File: config.mk
export PLATFORM = sky130hd
export DESIGN_NAME = wb_stage_flat
export DESIGN_NICKNAME = d
export VERILOG_FILES = /design/src/rtl/wb_stage_pkg.sv /design/src/rtl/wb_stage_if.sv /design/src/rtl/wb_stage_load_ext.sv /design/src/rtl/wb_stage.sv /design/src/flat_wrapper.sv
export SDC_FILE = /design/constraint.sdc
export NUM_CORES = 1
export LEC_CHECK = 0
export ABC_CLOCK_PERIOD_IN_PS = 1900
export CAP_MARGIN = 20
export CELL_PAD_IN_SITES_DETAIL_PLACEMENT = 1
export CELL_PAD_IN_SITES_GLOBAL_PLACEMENT = 1
export CORE_UTILIZATION = 26
export CTS_BUF_LIST = sky130_fd_sc_hd__clkbuf_4
export CTS_CLUSTER_DIAMETER = 50
export CTS_CLUSTER_SIZE = 10
export DETAILED_ROUTE_END_ITERATION = 10
export PLACE_DENSITY_LB_ADDON = 0.3
export SKIP_LAST_GASP = 1
export SYNTH_ARGS = -nofsm -noshare
export SYNTH_HDL_FRONTEND = slang
export SYNTH_SLANG_ARGS = --single-unit
File: constraint.sdc
create_clock -name clk -period 1.9 [get_ports clk]
set_clock_uncertainty 0.15 [all_clocks]
set_input_delay 0.475 -clock clk [delete_from_list [all_inputs] [get_ports clk]]
set_output_delay 0.475 -clock clk [all_outputs]
set_load 0.1 [all_outputs]
File: src/rtl/wb_stage_pkg.sv
// Shared definitions for wb_stage: FSM state and load-op encodings.
package wb_stage_pkg;

  localparam int unsigned LDOP_W = 3;
  localparam int unsigned PC_W   = 32;

  // Writeback FSM states
  typedef enum logic [1:0] {
    ST_IDLE   = 2'd0,
    ST_WAIT   = 2'd1,
    ST_DRAIN  = 2'd2,
    ST_COMMIT = 2'd3
  } wb_state_e;

  // Load-op encodings
  localparam logic [LDOP_W-1:0] LD_LB  = 3'd0;
  localparam logic [LDOP_W-1:0] LD_LBU = 3'd1;
  localparam logic [LDOP_W-1:0] LD_LH  = 3'd2;
  localparam logic [LDOP_W-1:0] LD_LHU = 3'd3;
  localparam logic [LDOP_W-1:0] LD_LW  = 3'd4;

endpackage

File: src/rtl/wb_stage_if.sv
// Writeback stage bus: upstream transaction, memory return, flush and register-file write.
// Optional debug trace signals exist only when WB_DEBUG_TRACE_EN is defined.
interface wb_stage_if #(
  parameter int unsigned DATA_W = 32,
  parameter int unsigned ADDR_W = 5
);
  import wb_stage_pkg::*;

  logic              in_valid;
  logic              in_ready;
  logic              in_wreg;
  logic [ADDR_W-1:0] in_wd;
  logic [DATA_W-1:0] in_wdata;
  logic              in_load;
  logic [LDOP_W-1:0] in_ldop;
  logic [PC_W-1:0]   in_pc;
  logic              mem_rvalid;
  logic [DATA_W-1:0] mem_rdata;
  logic              flush;
  logic              we;
  logic [ADDR_W-1:0] waddr;
  logic [DATA_W-1:0] wdata;
`ifdef WB_DEBUG_TRACE_EN
  logic [PC_W-1:0]   debug_wb_pc;
  logic [3:0]        debug_wb_rf_wen;
  logic [ADDR_W-1:0] debug_wb_rf_wnum;
  logic [DATA_W-1:0] debug_wb_rf_wdata;
`endif

  // Upstream / environment side
  modport master (
    output in_valid, in_wreg, in_wd, in_wdata, in_load, in_ldop, in_pc,
    output mem_rvalid, mem_rdata, flush,
`ifdef WB_DEBUG_TRACE_EN
    input  debug_wb_pc, debug_wb_rf_wen, debug_wb_rf_wnum, debug_wb_rf_wdata,
`endif
    input  in_ready, we, waddr, wdata
  );

  // wb_stage side
  modport slave (
    input  in_valid, in_wreg, in_wd, in_wdata, in_load, in_ldop, in_pc,
    input  mem_rvalid, mem_rdata, flush,
`ifdef WB_DEBUG_TRACE_EN
    output debug_wb_pc, debug_wb_rf_wen, debug_wb_rf_wnum, debug_wb_rf_wdata,
`endif
    output in_ready, we, waddr, wdata
  );

endinterface

File: src/rtl/wb_stage_load_ext.sv
// Little-endian byte/half/word extraction with sign or zero extension.
module load_ext
  import wb_stage_pkg::*;
#(
  parameter int unsigned DATA_W = 32
) (
  input  logic [LDOP_W-1:0] ldop,
  input  logic [1:0]        addr,
  input  logic [DATA_W-1:0] word,
  output logic [DATA_W-1:0] result
);

  logic [7:0]  w_byte;
  logic [15:0] w_half;

  // Select lane by address and extend per load type
  always_comb begin
    w_byte = 8'(word >> {addr, 3'b000});
    w_half = 16'(word >> {addr[1], 4'b0000});
    result = word;
    case (ldop)
      LD_LB:   result = {{(DATA_W-8){w_byte[7]}}, w_byte};
      LD_LBU:  result = {{(DATA_W-8){1'b0}}, w_byte};
      LD_LH:   result = {{(DATA_W-16){w_half[15]}}, w_half};
      LD_LHU:  result = {{(DATA_W-16){1'b0}}, w_half};
      default: result = word;
    endcase
  end

endmodule

File: src/rtl/wb_stage.sv
// Writeback stage: accepts ALU/load results, waits for load data, commits one register write.
// Interface widths must match DATA_W/ADDR_W. WB_DEBUG_TRACE_EN adds the debug trace outputs.
module wb_stage
  import wb_stage_pkg::*;
#(
  parameter int unsigned DATA_W = 32,
  parameter int unsigned ADDR_W = 5
) (
  input  logic   clk,
  input  logic   rst,
  wb_stage_if.slave bus
);

  wb_state_e         r_state;
  wb_state_e         w_state_nxt;

  logic              r_ready;
  logic              r_we;
  logic [ADDR_W-1:0] r_waddr;
  logic [DATA_W-1:0] r_wdata;

  logic              r_wreg;
  logic [ADDR_W-1:0] r_wd;
  logic [1:0]        r_addr;
  logic [LDOP_W-1:0] r_ldop;

  logic              w_can_accept;
  logic              w_accept;
  logic              w_cap;
  logic              w_ready_nxt;
  logic              w_we_nxt;
  logic [ADDR_W-1:0] w_waddr_nxt;
  logic [DATA_W-1:0] w_wdata_nxt;
  logic [DATA_W-1:0] w_ld_result;

`ifdef WB_DEBUG_TRACE_EN
  logic [PC_W-1:0]   r_pc;
  logic [PC_W-1:0]   r_dbg_pc;
  logic [PC_W-1:0]   w_dbg_pc_nxt;
`endif

  assign w_can_accept = (r_state == ST_IDLE) || (r_state == ST_COMMIT);
  assign w_accept     = bus.in_valid && w_can_accept && !bus.flush;

  load_ext #(.DATA_W(DATA_W)) u_load_ext (
    .ldop   (r_ldop),
    .addr   (r_addr),
    .word   (bus.mem_rdata),
    .result (w_ld_result)
  );

  // State register
  always_ff @(posedge clk or negedge rst) begin
    if (!rst) r_state <= ST_IDLE;
    else      r_state <= w_state_nxt;
  end

  // Next-state logic
  always_comb begin
    w_state_nxt = r_state;
    case (r_state)
      ST_IDLE, ST_COMMIT: begin
        if (w_accept) w_state_nxt = bus.in_load ? ST_WAIT : ST_COMMIT;
        else          w_state_nxt = ST_IDLE;
      end
      ST_WAIT: begin
        if (bus.flush)           w_state_nxt = bus.mem_rvalid ? ST_IDLE : ST_DRAIN;
        else if (bus.mem_rvalid) w_state_nxt = ST_COMMIT;
      end
      ST_DRAIN: begin
        if (bus.mem_rvalid) w_state_nxt = ST_IDLE;
      end
      default: w_state_nxt = ST_IDLE;
    endcase
  end

  // Output logic: next values of the registered write port and capture strobe
  always_comb begin
    w_cap       = 1'b0;
    w_we_nxt    = 1'b0;
    w_waddr_nxt = '0;
    w_wdata_nxt = '0;
    w_ready_nxt = (w_state_nxt == ST_IDLE) || (w_state_nxt == ST_COMMIT);
`ifdef WB_DEBUG_TRACE_EN
    w_dbg_pc_nxt = '0;
`endif
    case (r_state)
      ST_IDLE, ST_COMMIT: begin
        if (w_accept) begin
          w_cap = 1'b1;
          if (!bus.in_load) begin
            w_we_nxt    = bus.in_wreg && (bus.in_wd != '0);
            w_waddr_nxt = bus.in_wd;
            w_wdata_nxt = bus.in_wdata;
`ifdef WB_DEBUG_TRACE_EN
            w_dbg_pc_nxt = bus.in_pc;
`endif
          end
        end
      end
      ST_WAIT: begin
        if (bus.mem_rvalid && !bus.flush) begin
          w_we_nxt    = r_wreg && (r_wd != '0);
          w_waddr_nxt = r_wd;
          w_wdata_nxt = w_ld_result;
`ifdef WB_DEBUG_TRACE_EN
          w_dbg_pc_nxt = r_pc;
`endif
        end
      end
      default: ;
    endcase
  end

  // Registered write port and ready
  always_ff @(posedge clk or negedge rst) begin
    if (!rst) begin
      r_ready <= 1'b1;
      r_we    <= 1'b0;
      r_waddr <= '0;
      r_wdata <= '0;
    end else begin
      r_ready <= w_ready_nxt;
      r_we    <= w_we_nxt;
      r_waddr <= w_waddr_nxt;
      r_wdata <= w_wdata_nxt;
    end
  end

  // Transaction capture on accept
  always_ff @(posedge clk or negedge rst) begin
    if (!rst) begin
      r_wreg <= 1'b0;
      r_wd   <= '0;
      r_addr <= '0;
      r_ldop <= '0;
    end else if (w_cap) begin
      r_wreg <= bus.in_wreg;
      r_wd   <= bus.in_wd;
      r_addr <= bus.in_wdata[1:0];
      r_ldop <= bus.in_ldop;
    end
  end

`ifdef WB_DEBUG_TRACE_EN
  // PC capture and registered trace pc
  always_ff @(posedge clk or negedge rst) begin
    if (!rst) begin
      r_pc     <= '0;
      r_dbg_pc <= '0;
    end else begin
      if (w_cap) r_pc <= bus.in_pc;
      r_dbg_pc <= w_dbg_pc_nxt;
    end
  end

  assign bus.debug_wb_pc       = r_dbg_pc;
  assign bus.debug_wb_rf_wen   = {4{r_we}};
  assign bus.debug_wb_rf_wnum  = r_waddr;
  assign bus.debug_wb_rf_wdata = r_wdata;
`endif

  assign bus.in_ready = r_ready;
  assign bus.we       = r_we;
  assign bus.waddr    = r_waddr;
  assign bus.wdata    = r_wdata;

endmodule
File: src/flat_wrapper.sv
// flat-port wrapper written by rule: the top's interface ports become plain ports
module wb_stage_flat import wb_stage_pkg::*;
#(
  parameter int unsigned DATA_W = 32,
  parameter int unsigned ADDR_W = 5
)
  (clk, rst, bus_in_valid, bus_in_wreg, bus_in_wd, bus_in_wdata, bus_in_load, bus_in_ldop, bus_in_pc, bus_mem_rvalid, bus_mem_rdata, bus_flush, bus_in_ready, bus_we, bus_waddr, bus_wdata);
  wb_stage_if #(.DATA_W(DATA_W), .ADDR_W(ADDR_W)) bus_i ();
  input  logic clk;
  input  logic rst;
  input wire logic [$bits(bus_i.in_valid)-1:0] bus_in_valid;
  input wire logic [$bits(bus_i.in_wreg)-1:0] bus_in_wreg;
  input wire logic [$bits(bus_i.in_wd)-1:0] bus_in_wd;
  input wire logic [$bits(bus_i.in_wdata)-1:0] bus_in_wdata;
  input wire logic [$bits(bus_i.in_load)-1:0] bus_in_load;
  input wire logic [$bits(bus_i.in_ldop)-1:0] bus_in_ldop;
  input wire logic [$bits(bus_i.in_pc)-1:0] bus_in_pc;
  input wire logic [$bits(bus_i.mem_rvalid)-1:0] bus_mem_rvalid;
  input wire logic [$bits(bus_i.mem_rdata)-1:0] bus_mem_rdata;
  input wire logic [$bits(bus_i.flush)-1:0] bus_flush;
  output wire logic [$bits(bus_i.in_ready)-1:0] bus_in_ready;
  output wire logic [$bits(bus_i.we)-1:0] bus_we;
  output wire logic [$bits(bus_i.waddr)-1:0] bus_waddr;
  output wire logic [$bits(bus_i.wdata)-1:0] bus_wdata;
  assign bus_i.in_valid = bus_in_valid;
  assign bus_i.in_wreg = bus_in_wreg;
  assign bus_i.in_wd = bus_in_wd;
  assign bus_i.in_wdata = bus_in_wdata;
  assign bus_i.in_load = bus_in_load;
  assign bus_i.in_ldop = bus_in_ldop;
  assign bus_i.in_pc = bus_in_pc;
  assign bus_i.mem_rvalid = bus_mem_rvalid;
  assign bus_i.mem_rdata = bus_mem_rdata;
  assign bus_i.flush = bus_flush;
  assign bus_in_ready = bus_i.in_ready;
  assign bus_we = bus_i.we;
  assign bus_waddr = bus_i.waddr;
  assign bus_wdata = bus_i.wdata;
  wb_stage #(.DATA_W(DATA_W), .ADDR_W(ADDR_W)) u_core (.clk(clk), .rst(rst), .bus(bus_i));
endmodule
==> results of run 1 <==
synthesized netlist by cell type (2+ instances only):
cell / number
mux2i_1: 8
o21ai_0: 17
or3_1: 3
clkbuf_1: 7
or4_1: 2
mux2_2: 16
inv_1: 5
a21oi_1: 7
dfrtp_1: 51
a221o_1: 16
buf_6: 4
nand2b_1: 15
a211o_1: 2
nor2_1: 10
nand2_1: 21
a32o_1: 8
nor2b_1: 5
o211ai_1: 2
buf_2: 3
ha_1: 3
a22oi_1: 6
worst max path at each step:
stage | start | endpoint | slack (ns) | depth (start not counted)
after detailed placement | bus_mem_rdata[31] | u_core.bus.wdata[9]$_DFF_PN0_ | -0.51 | 5
final | u_core.r_state[1]$_DFF_PN0_ | u_core.bus.wdata[29]$_DFF_PN0_ | -0.02 | 7
after floorplan | u_core.r_state[1]$_DFF_PN0_ | u_core.bus.wdata[16]$_DFF_PN0_ | -0.03 | 9
after global routing | u_core.r_state[1]$_DFF_PN0_ | u_core.bus.wdata[6]$_DFF_PN0_ | -0.05 | 8
after CTS | bus_mem_rdata[23] | u_core.bus.wdata[15]$_DFF_PN0_ | 0.02 | 5
after global placement | bus_mem_rdata[31] | u_core.bus.wdata[13]$_DFF_PN0_ | -0.49 | 5
flip-flops by register name, indices dropped and copies added, names as in the netlist:
name and count:
u_core.bus.we 1, u_core.r_state 2, u_core.bus.wdata 32, u_core.bus.in_ready 1
u_core.r_wd 5, u_core.r_addr 2, u_core.r_wreg 1, u_core.bus.waddr 5
u_core.r_ldop 3
cell usage in the layout (no fill, tap or decap), types with 10 or more instances in the layout:
master / Yosys / routed
clkdlybuf4s50_1: 0 / 73
dfrtp_1: 51 / 49
buf_12: 0 / 42
buf_4: 1 / 28
mux2_2: 16 / 16
nand2_1: 21 / 16
a221o_1: 16 / 16
nand2b_1: 15 / 15
nor2_1: 10 / 10
critical path: cells and delay by family, from the launching register on:
kind / cells / cell delay [ns]
DFF: 1 / 0.47
buffers and inverters: 3 / 0.46
and+or+nand+nor: 2 / 0.35
adders and majority gates: 1 / 0.28
AOI/OAI and AO/OA: 1 / 0.17
cells by family (layout without fill, tap and decap cells):
family	after synthesis	in the layout	share of synthesized area, %
AO/OA/AOI/OAI	62	62	18.7
XOR/XNOR	2	2	0.682
adder cells (fa/ha/maj)	3	3	1.46
buffers and inverters	21	169	4.53
flip-flops	52	52	50.7
multiplexers	25	25	11.0
other	0	2	0
AND/OR/NAND/NOR	63	63	13.0
layer usage:
layer  global-route usage, %  wire length (microns)  vias up
met5                       0                      0        -
met4                    5.35                    136        0
met3                    3.52                    455       11
met2                    29.9                   4710       85
met1                    22.3                   3890     1222
li1                        -                      -     1123
cell type report:
cell class	count	area, sq um	share of cell area (%)
Antenna cell	2	5.00	0.106
Clock buffer	6	45.0	0.955
Clock inverter	2	11.3	0.239
Inverter	5	18.8	0.398
Multi-Input combinational cell	155	1220	25.9
Sequential cell	52	1310	27.7
Tap cell	129	161	3.42
Timing Repair Buffer	156	1950	41.3
stage by stage:
| stage | hold WS (ns) | utilization [%] | worst slack (ns) |
|---|---|---|---|
| after floorplan | 0.0294 | - | -0.0276 |
| after global placement | 0.342 | 47.1 | -0.487 |
| after detailed placement | 0.345 | 47.1 | -0.512 |
| after CTS | 0.376 | 48.0 | 0.0212 |
| after global routing | 0.343 | 50.1 | -0.0507 |
| final | 0.367 | 50.1 | -0.0197 |
where the power goes:
group / switching, W / internal [W]
Sequential: 0.000131 / 0.00124
Combinational: 0.000938 / 0.000761
Clock: 0.000367 / 0.000156
repair_timing:
action / in CTS / in global routing
pin swaps: 2 / 4
gates cloned: 0 / 3
endpoints found under the hold margin: 51 / 0
endpoints found under the setup margin: 9 / 33
hold buffers: 1 / 0
gates resized for setup: 6 / 37
buffers inserted: 2 / 6
==> results.toml, run 1 <==
[worst_setup_path]
reg2reg_slack_ns = -0.02
crit_slowest_cell = "dfrtp_2"
required_ns = 2.08
r2r_cells = 7
crit_arrival_ns = 2.10
path_common_cell = "buf_6"
crit_fanout = 15
crit_chain = "ha_4, nand3b_1, buf_6, nor3_4, buf_6, buf_12, a221o_1"
r2r_end = "u_core.bus.wdata[29]$_DFF_PN0_"
timing.rr.start = "u_core.r_state[1]$_DFF_PN0_"
crit_path_max_incr_delay_ns = 0.47
startpoint_type = "flop"
critPathKind = "reg -> reg"
end_kind = "flop"

[grt]
grt_usage_pct = 17.5
grt_pass1_wl_microns = 13700
grt_pass1_vias = 2629
antenna_found_initial = 2
grt_max_degree = 53
overflow = 0

[min_path]
hold_path.class = "in -> reg"
hold_start = "bus_mem_rdata[23]"
hold_end = "u_core.bus.wdata[23]$_DFF_PN0_"
holdPathStages = 3

[power_and_ir_drop]
vdd_drop_max_mv = 0.391
leakage_nw = 2.04
power_w = 0.00359
power_density_nw_per_um2 = 762

[cts]
clk_latency_ns = 0.38
htreeDepth = 2
cts_num_sinks = 52
cts_tree = "built"
path_clk_slew_ns = 0.16
numCtsBuffers = 5
cts_max_path_buffers = 2
root_buffer = "clkbuf_4"

[yosys]
ys_types = 38
synth.largest_area_cell = "dfrtp_1"
synthFlopType = "dfrtp_1"
ys_warn_count = 0
synth_edf_count = 0
synth_top_area_share_pct = 49.7
ys_ff_latch = 52
syn_avg_cell_area_sq_um = 11.3
yosys-top-cells-area = "dfrtp_1 (50%), mux2_2 (7.0%), a221o_1 (6.2%), nand2b_1 (3.7%), o21ai_0 (3.3%)"
ys_seq_area_share_pct = 50.7
synth_nets = 342
syn_area_sq_um = 2570
synth_cells = 228
synth-async-reset-ratio_pct = 100

[placed_design]
place.gp.congestion = 0.819
hpwl_microns = 6770
placed_area_sq_um = 4440
portBuffers = 117
placedCellCount = 485

[run]
drv_cap = 0

[floorplan]
die_area_sq_um = 10300
row_count = 35
start_util_pct = 27.3
die_x_microns = 101
io_pins = 150
fp.dieH_microns = 101
core_area_sq_um = 9420

[sta]
layout_min_cycle_time_ns = 1.92
setup_viol_count_final = 1
rsz0062_at_grt = "true"
post-route-period-util_pct = 101
hold_violations = 0
slew_viol_final = 0
slew-limit-headroom_pct = 71.4
tns_ns = -0.0197
worst_slack_ns = -0.0197
fmax_ghz = 0.521
worst_slew_pin_slew_ns = 0.429

[status]
violations = "setup timing"
status = "finished with violations"

[detailed_routing]
dr.pass1.iters = 4
ant_nets = 0
dr_total_vias = 2441
remaining_drc_errors = 0
drt_wl_total_microns = 9200
dr.first_iter.drc_count = 104
wire_per_inst_microns = 18.1
viasPerCell = 4.81

[finish]
instances_no_fill = 507
drive_gt1_share_pct = 33.8
finalNetCount = 489
final_cell_area_sq_um = 4710
syn_to_final_growth_pct = 83.4
fill_cells = 991
No activity file was read; power rests on OpenSTA's default activity.
==> run 2, diff against run 1 <==
- ABC_CLOCK_PERIOD_IN_PS: 1900 -> 1800
- CORE_UTILIZATION: 26 -> 28
- CTS_CLUSTER_SIZE: 10 -> 25
- clock period: 1.9 -> 1.8 ns (I/O delays scaled with it)
==> run 2 against run 1 <==
  * The flow finishes with violations (DRC, setup timing)
  * Final cell count is 2.0% lower
  * Setup slack worse by 0.14 ns
  * Critical path type unchanged
  * Die area is 7.0% lower
  * Sequential cell count stayed put
  * Clock power is 34% higher
  * First-iteration DRC count is 41% lower
  * Maximum frequency is 2.2% lower
  * Non-clock buffer count is 13 higher
  * Critical path depth stayed put
  * Wire length is 7.7% higher
  * Highest routed layer unchanged
==> results.toml, run 2 (synthesis results as in run 1) <==
[worst_setup_path]
crit_chain = "inv_2, ha_4, nand3b_1, buf_6, nor2_4, a22oi_2, a211oi_2"
crit_slowest_cell = "dfrtp_1"
required_ns = 1.92
worst-path-buf-inv = 2
timing.rr.start = "u_core.r_state[0]$_DFF_PN0_"
crit_path_max_incr_delay_ns = 0.41
critical_path.top_delay_family = "compound AO/OA/AOI/OAI gates"
cp.depth = 7
critPathKind = "reg -> reg"
cp-endpoint = "u_core.bus.wdata[7]$_DFF_PN0_"
startpoint_type = "flop"
crit_fanout = 4
reg2reg_slack_ns = -0.16
r2r_cells = 7
crit_arrival_ns = 2.09
r2r_end = "u_core.bus.wdata[7]$_DFF_PN0_"
critPathLaunch = "u_core.r_state[0]$_DFF_PN0_"
end_kind = "flop"

[grt]
grt_pass1_vias = 2816
antenna_found_initial = 0
busiest_layer = "met2"
grt_pass1_wl_microns = 15300
grtUsageMet1_pct = 25.8
overflow = 0
grt_usage_pct = 21.0
grt_use_met3_pct = 3.01
grt_max_degree = 29
met2_usage_pct = 37.8

[cts]
htreeDepth = 2
clk_latency_ns = 0.36
cts_tree = "built"
cts_max_path_buffers = 2
root_buffer = "clkbuf_4"
path_clk_slew_ns = 0.16
numCtsBuffers = 5
cts_num_sinks = 52

[detailed_routing]
remaining_drc_errors = 12
dr_total_vias = 2549
wire_per_inst_microns = 19.9
dr.pass1.iters = 9
ant_nets = 0
viasPerCell = 5.13
drt_wl_total_microns = 9910
dr.first_iter.drc_count = 61

[placed_design]
placedCellCount = 471
placed_area_sq_um = 4460
portBuffers = 117
hpwl_microns = 6840
place.gp.congestion = 0.777

[run]
drv_cap = 0

[sta]
rsz0062_at_grt = "true"
layout_min_cycle_time_ns = 1.96
slew-limit-headroom_pct = 76.1
worst_slew_pin_slew_ns = 0.358
hold_violations = 0
slew_viol_final = 0
hold_ws_ns = 0.284
worst_slack_ns = -0.163
fmax_ghz = 0.509
tns_ns = -5.30
post-route-period-util_pct = 109
setup_viol_count_final = 51

[power_and_ir_drop]
vdd_drop_max_mv = 0.377
power_density_nw_per_um2 = 836
leakage_nw = 2.14

[finish]
syn_to_final_growth_pct = 89.2
finalNetCount = 502
layout_common_cells = "clkdlybuf4s50_1 (74), dfrtp_1 (50), buf_12 (43)"
instances_no_fill = 497
final_common_cell = "clkdlybuf4s50_1"
final_cell_area_sq_um = 4860
drive_gt1_share_pct = 35.7
largest_register_ffs = 32
antenna_cells = 0

[floorplan]
fp.dieH_microns = 97.8
io_pins = 150
start_util_pct = 29.2
core_area_sq_um = 8810
row_count = 34
die_area_sq_um = 9570
die_x_microns = 97.8

[status]
violations = "DRC, setup timing"
status = "finished with violations"

[min_path]
hold_path.class = "in -> async"
==> run 2: cell count changes in the layout (fill, tap and decap cells not counted), moves of 2 or more <==
cell and delta:
buf_4 +5, diode_2 -2, a22oi_2 +4, nand2_2 -5, o21ai_0 +3, buf_6 +8
a22oi_1 -4, nand2_1 +4, o21ai_1 -2
==> run 2: timing repair <==
action	in CTS	in global routing
hold endpoints to repair	52	0
buffers inserted	14	1
pin swaps	11	10
gates resized for setup	32	18
hold buffers	1	0
endpoints found under the setup margin	43	50
cloned	3	1
==> run 2: how the worst min path moves through the flow <==
stage	endpoint	slack, ns
global route	u_core.r_state[0]$_DFF_PN0_	0.31
floorplan	u_core.bus.waddr[0]$_DFF_PN0_	0.004
detailed placement	u_core.r_state[0]$_DFF_PN0_	0.16
finish	u_core.r_state[0]$_DFF_PN0_	0.28
CTS	u_core.r_state[0]$_DFF_PN0_	0.27
global placement	u_core.r_state[0]$_DFF_PN0_	0.16
==> run 2: through the flow <==
step                utilization [%]  power (W)  setup slack [ns]
floorplan                         -    0.00242            -0.128
global placement               50.7    0.00318            -0.592
detailed placement             50.7    0.00322            -0.613
CTS                            54.7    0.00404            -0.100
global route                   55.2    0.00425            -0.231
finish                         55.2    0.00407            -0.163
==> run 2: final cells by class <==
class | count | area, sq um
fill | 899 | 3940
timing repair buffer | 169 | 2070
sequential | 52 | 1300
multi-input combinational | 155 | 1260
tap | 108 | 135
clock buffer | 6 | 45.0
clock inverter | 2 | 35.0
inverter | 5 | 18.8
==> run 2: power by group <==
group          internal [W]  total (W)  switching [W]
Sequential          0.00131    0.00145       0.000142
Combinational      0.000873    0.00191        0.00104
Clock              0.000307   0.000701       0.000393
Total               0.00249    0.00407        0.00158
==> run 2: layer usage <==
metal	wire length, microns	vias to the layer above
li1	-	1151
met1	3990	1255
met2	5110	121
met3	540	22
met4	268	0
met5	0	-
==> run 3, diff against run 2 <==
- SKIP_CTS_REPAIR_TIMING: not set -> 1
==> run 3 against run 2 <==
  * The run still ends with DRC, setup timing left
  * Combinational power about the same
  * Final area up 0.41%
  * Non-clock buffer count down 2
  * Power about the same
  * Register-to-register slack about the same
  * Sequential cell count unchanged
  * Via count down 1.6%
  * Sequential power about the same
  * Final cell count unchanged
  * Utilization up 0.23 points
  * Die area unchanged
  * Critical path type unchanged
  * Highest routed layer unchanged
==> results.toml, run 3 (synthesis results as in run 1) <==
[finish]
final_cell_area_sq_um = 4880
instances_no_fill = 497
post-route-util_pct = 55.5
syn_to_final_growth_pct = 90.0
drive_gt1_share_pct = 36.3
layout_common_cells = "clkdlybuf4s50_1 (74), dfrtp_1 (51), buf_12 (44)"
finalNetCount = 501
largest_register_ffs = 32
final_common_cell = "clkdlybuf4s50_1"

[power_and_ir_drop]
leakage_nw = 2.16
vdd_drop_max_mv = 0.434
p_sw_share_pct = 38.7
p_clk_share_pct = 17.2
pwr-share-comb_pct = 47.3
power_w = 0.00407
p_int_w = 0.00249
switching_power_w = 0.00158
p_seq_share_pct = 35.5
power_density_nw_per_um2 = 833

[sta]
worst_slew_pin_slew_ns = 0.376
slew_viol_final = 0
fmax_ghz = 0.509
worst_slack_ns = -0.163
hold_violations = 0
layout_min_cycle_time_ns = 1.96
setup_viol_count_final = 50
slew-limit-headroom_pct = 75.0
rsz0062_at_grt = "true"
post-route-period-util_pct = 109
tns_ns = -5.41

[run]
drv_cap = 0

[worst_setup_path]
required_ns = 1.92
reg2reg_slack_ns = -0.16
crit_chain = "inv_2, ha_4, and3b_2, nor2b_4, o2111a_2, buf_6, a221o_1"
critical_path.top_delay_family = "flip-flops"
timing.rr.start = "u_core.r_state[1]$_DFF_PN0_"
critPathKind = "reg -> reg"
critPathLaunch = "u_core.r_state[1]$_DFF_PN0_"
cp-endpoint = "u_core.bus.wdata[19]$_DFF_PN0_"
r2r_end = "u_core.bus.wdata[19]$_DFF_PN0_"
crit_fanout = 5
cp.depth = 7
crit_slowest_cell = "dfrtp_1"
crit_path_max_incr_delay_ns = 0.48
startpoint_type = "flop"
end_kind = "flop"
crit_arrival_ns = 2.08
worst-path-buf-inv = 2
r2r_cells = 7

[placed_design]
hpwl_microns = 6840
placedCellCount = 471
placed_area_sq_um = 4460
place.gp.congestion = 0.777
portBuffers = 117

[detailed_routing]
dr_total_vias = 2508
wire_per_inst_microns = 19.7
drt_wl_total_microns = 9800
viasPerCell = 5.05
dr.first_iter.drc_count = 86
remaining_drc_errors = 14
dr.pass1.iters = 7
ant_nets = 0

[cts]
root_buffer = "clkbuf_4"
path_clk_slew_ns = 0.15
clk_latency_ns = 0.37
cts_max_path_buffers = 2
cts_num_sinks = 52
htreeDepth = 2
numCtsBuffers = 5
cts_tree = "built"

[status]
violations = "DRC, setup timing"
status = "finished with violations"

[floorplan]
row_count = 34
io_pins = 150
start_util_pct = 29.2
fp.dieH_microns = 97.8
core_area_sq_um = 8810
die_area_sq_um = 9570
die_x_microns = 97.8

[grt]
overflow = 0
antenna_found_initial = 1
grt_pass1_vias = 2665
grt_max_degree = 30
grt_usage_pct = 19.0
grt_pass1_wl_microns = 14000

[min_path]
hold_path.class = "in -> async"
## run 3: final cells by class
| class | count | area (sq um) |
|---|---|---|
| multi-input combinational | 156 | 1260 |
| tap | 108 | 135 |
| clock buffer | 6 | 45.0 |
| fill | 895 | 3920 |
| clock inverter | 2 | 35.0 |
| antenna | 1 | 2.50 |
| inverter | 5 | 21.3 |
| sequential | 52 | 1300 |
| timing repair buffer | 167 | 2080 |
## run 3: routing by layer
layer / wire length (microns) / vias up / share of wire [%] / global-route usage, %
met4: 250 / 0 / 2.5 / 5.59
met5: 0 / - / 0 / 0
li1: - / 1149 / - / -
met3: 482 / 16 / 4.9 / 2.65
met2: 4990 / 90 / 51 / 33.7
met1: 4080 / 1253 / 42 / 24.1
## run 3: worst min-delay path by stage
stage / start / slack (ns) / to / depth (start not counted)
after global placement: rst / 0.16 / u_core.r_state[0]$_DFF_PN0_ / 1
after detailed placement: rst / 0.16 / u_core.r_state[0]$_DFF_PN0_ / 1
after global routing: bus_mem_rdata[31] / 0.26 / u_core.bus.wdata[31]$_DFF_PN0_ / 2
after floorplan: rst / 0.004 / u_core.bus.waddr[0]$_DFF_PN0_ / 0
after CTS: rst / -0.26 / u_core.r_state[0]$_DFF_PN0_ / 1
final: rst / 0.28 / u_core.r_state[0]$_DFF_PN0_ / 2
## run 3: per-stage QoR
| stage | setup slack, ns | hold slack [ns] |
|---|---|---|
| 3_5_place_dp | -0.613 | 0.157 |
| 3_3_place_gp | -0.592 | 0.156 |
| 4_1_cts | -0.222 | -0.262 |
| 6_report | -0.163 | 0.278 |
| 5_1_grt | -0.228 | 0.262 |
| 2_1_floorplan | -0.128 | 0.00441 |
## run 3: power groups by stage
stage | logic (W) | clock network (W) | registers (W)
final | 0.00193 | 0.000698 | 0.00144
after global routing | 0.00203 | 0.000760 | 0.00147
after CTS | 0.00177 | 0.000717 | 0.00144
after detailed placement | 0.00176 | 0 | 0.00146
after global placement | 0.00172 | 0 | 0.00145
after floorplan | 0.000580 | 0 | 0.00184
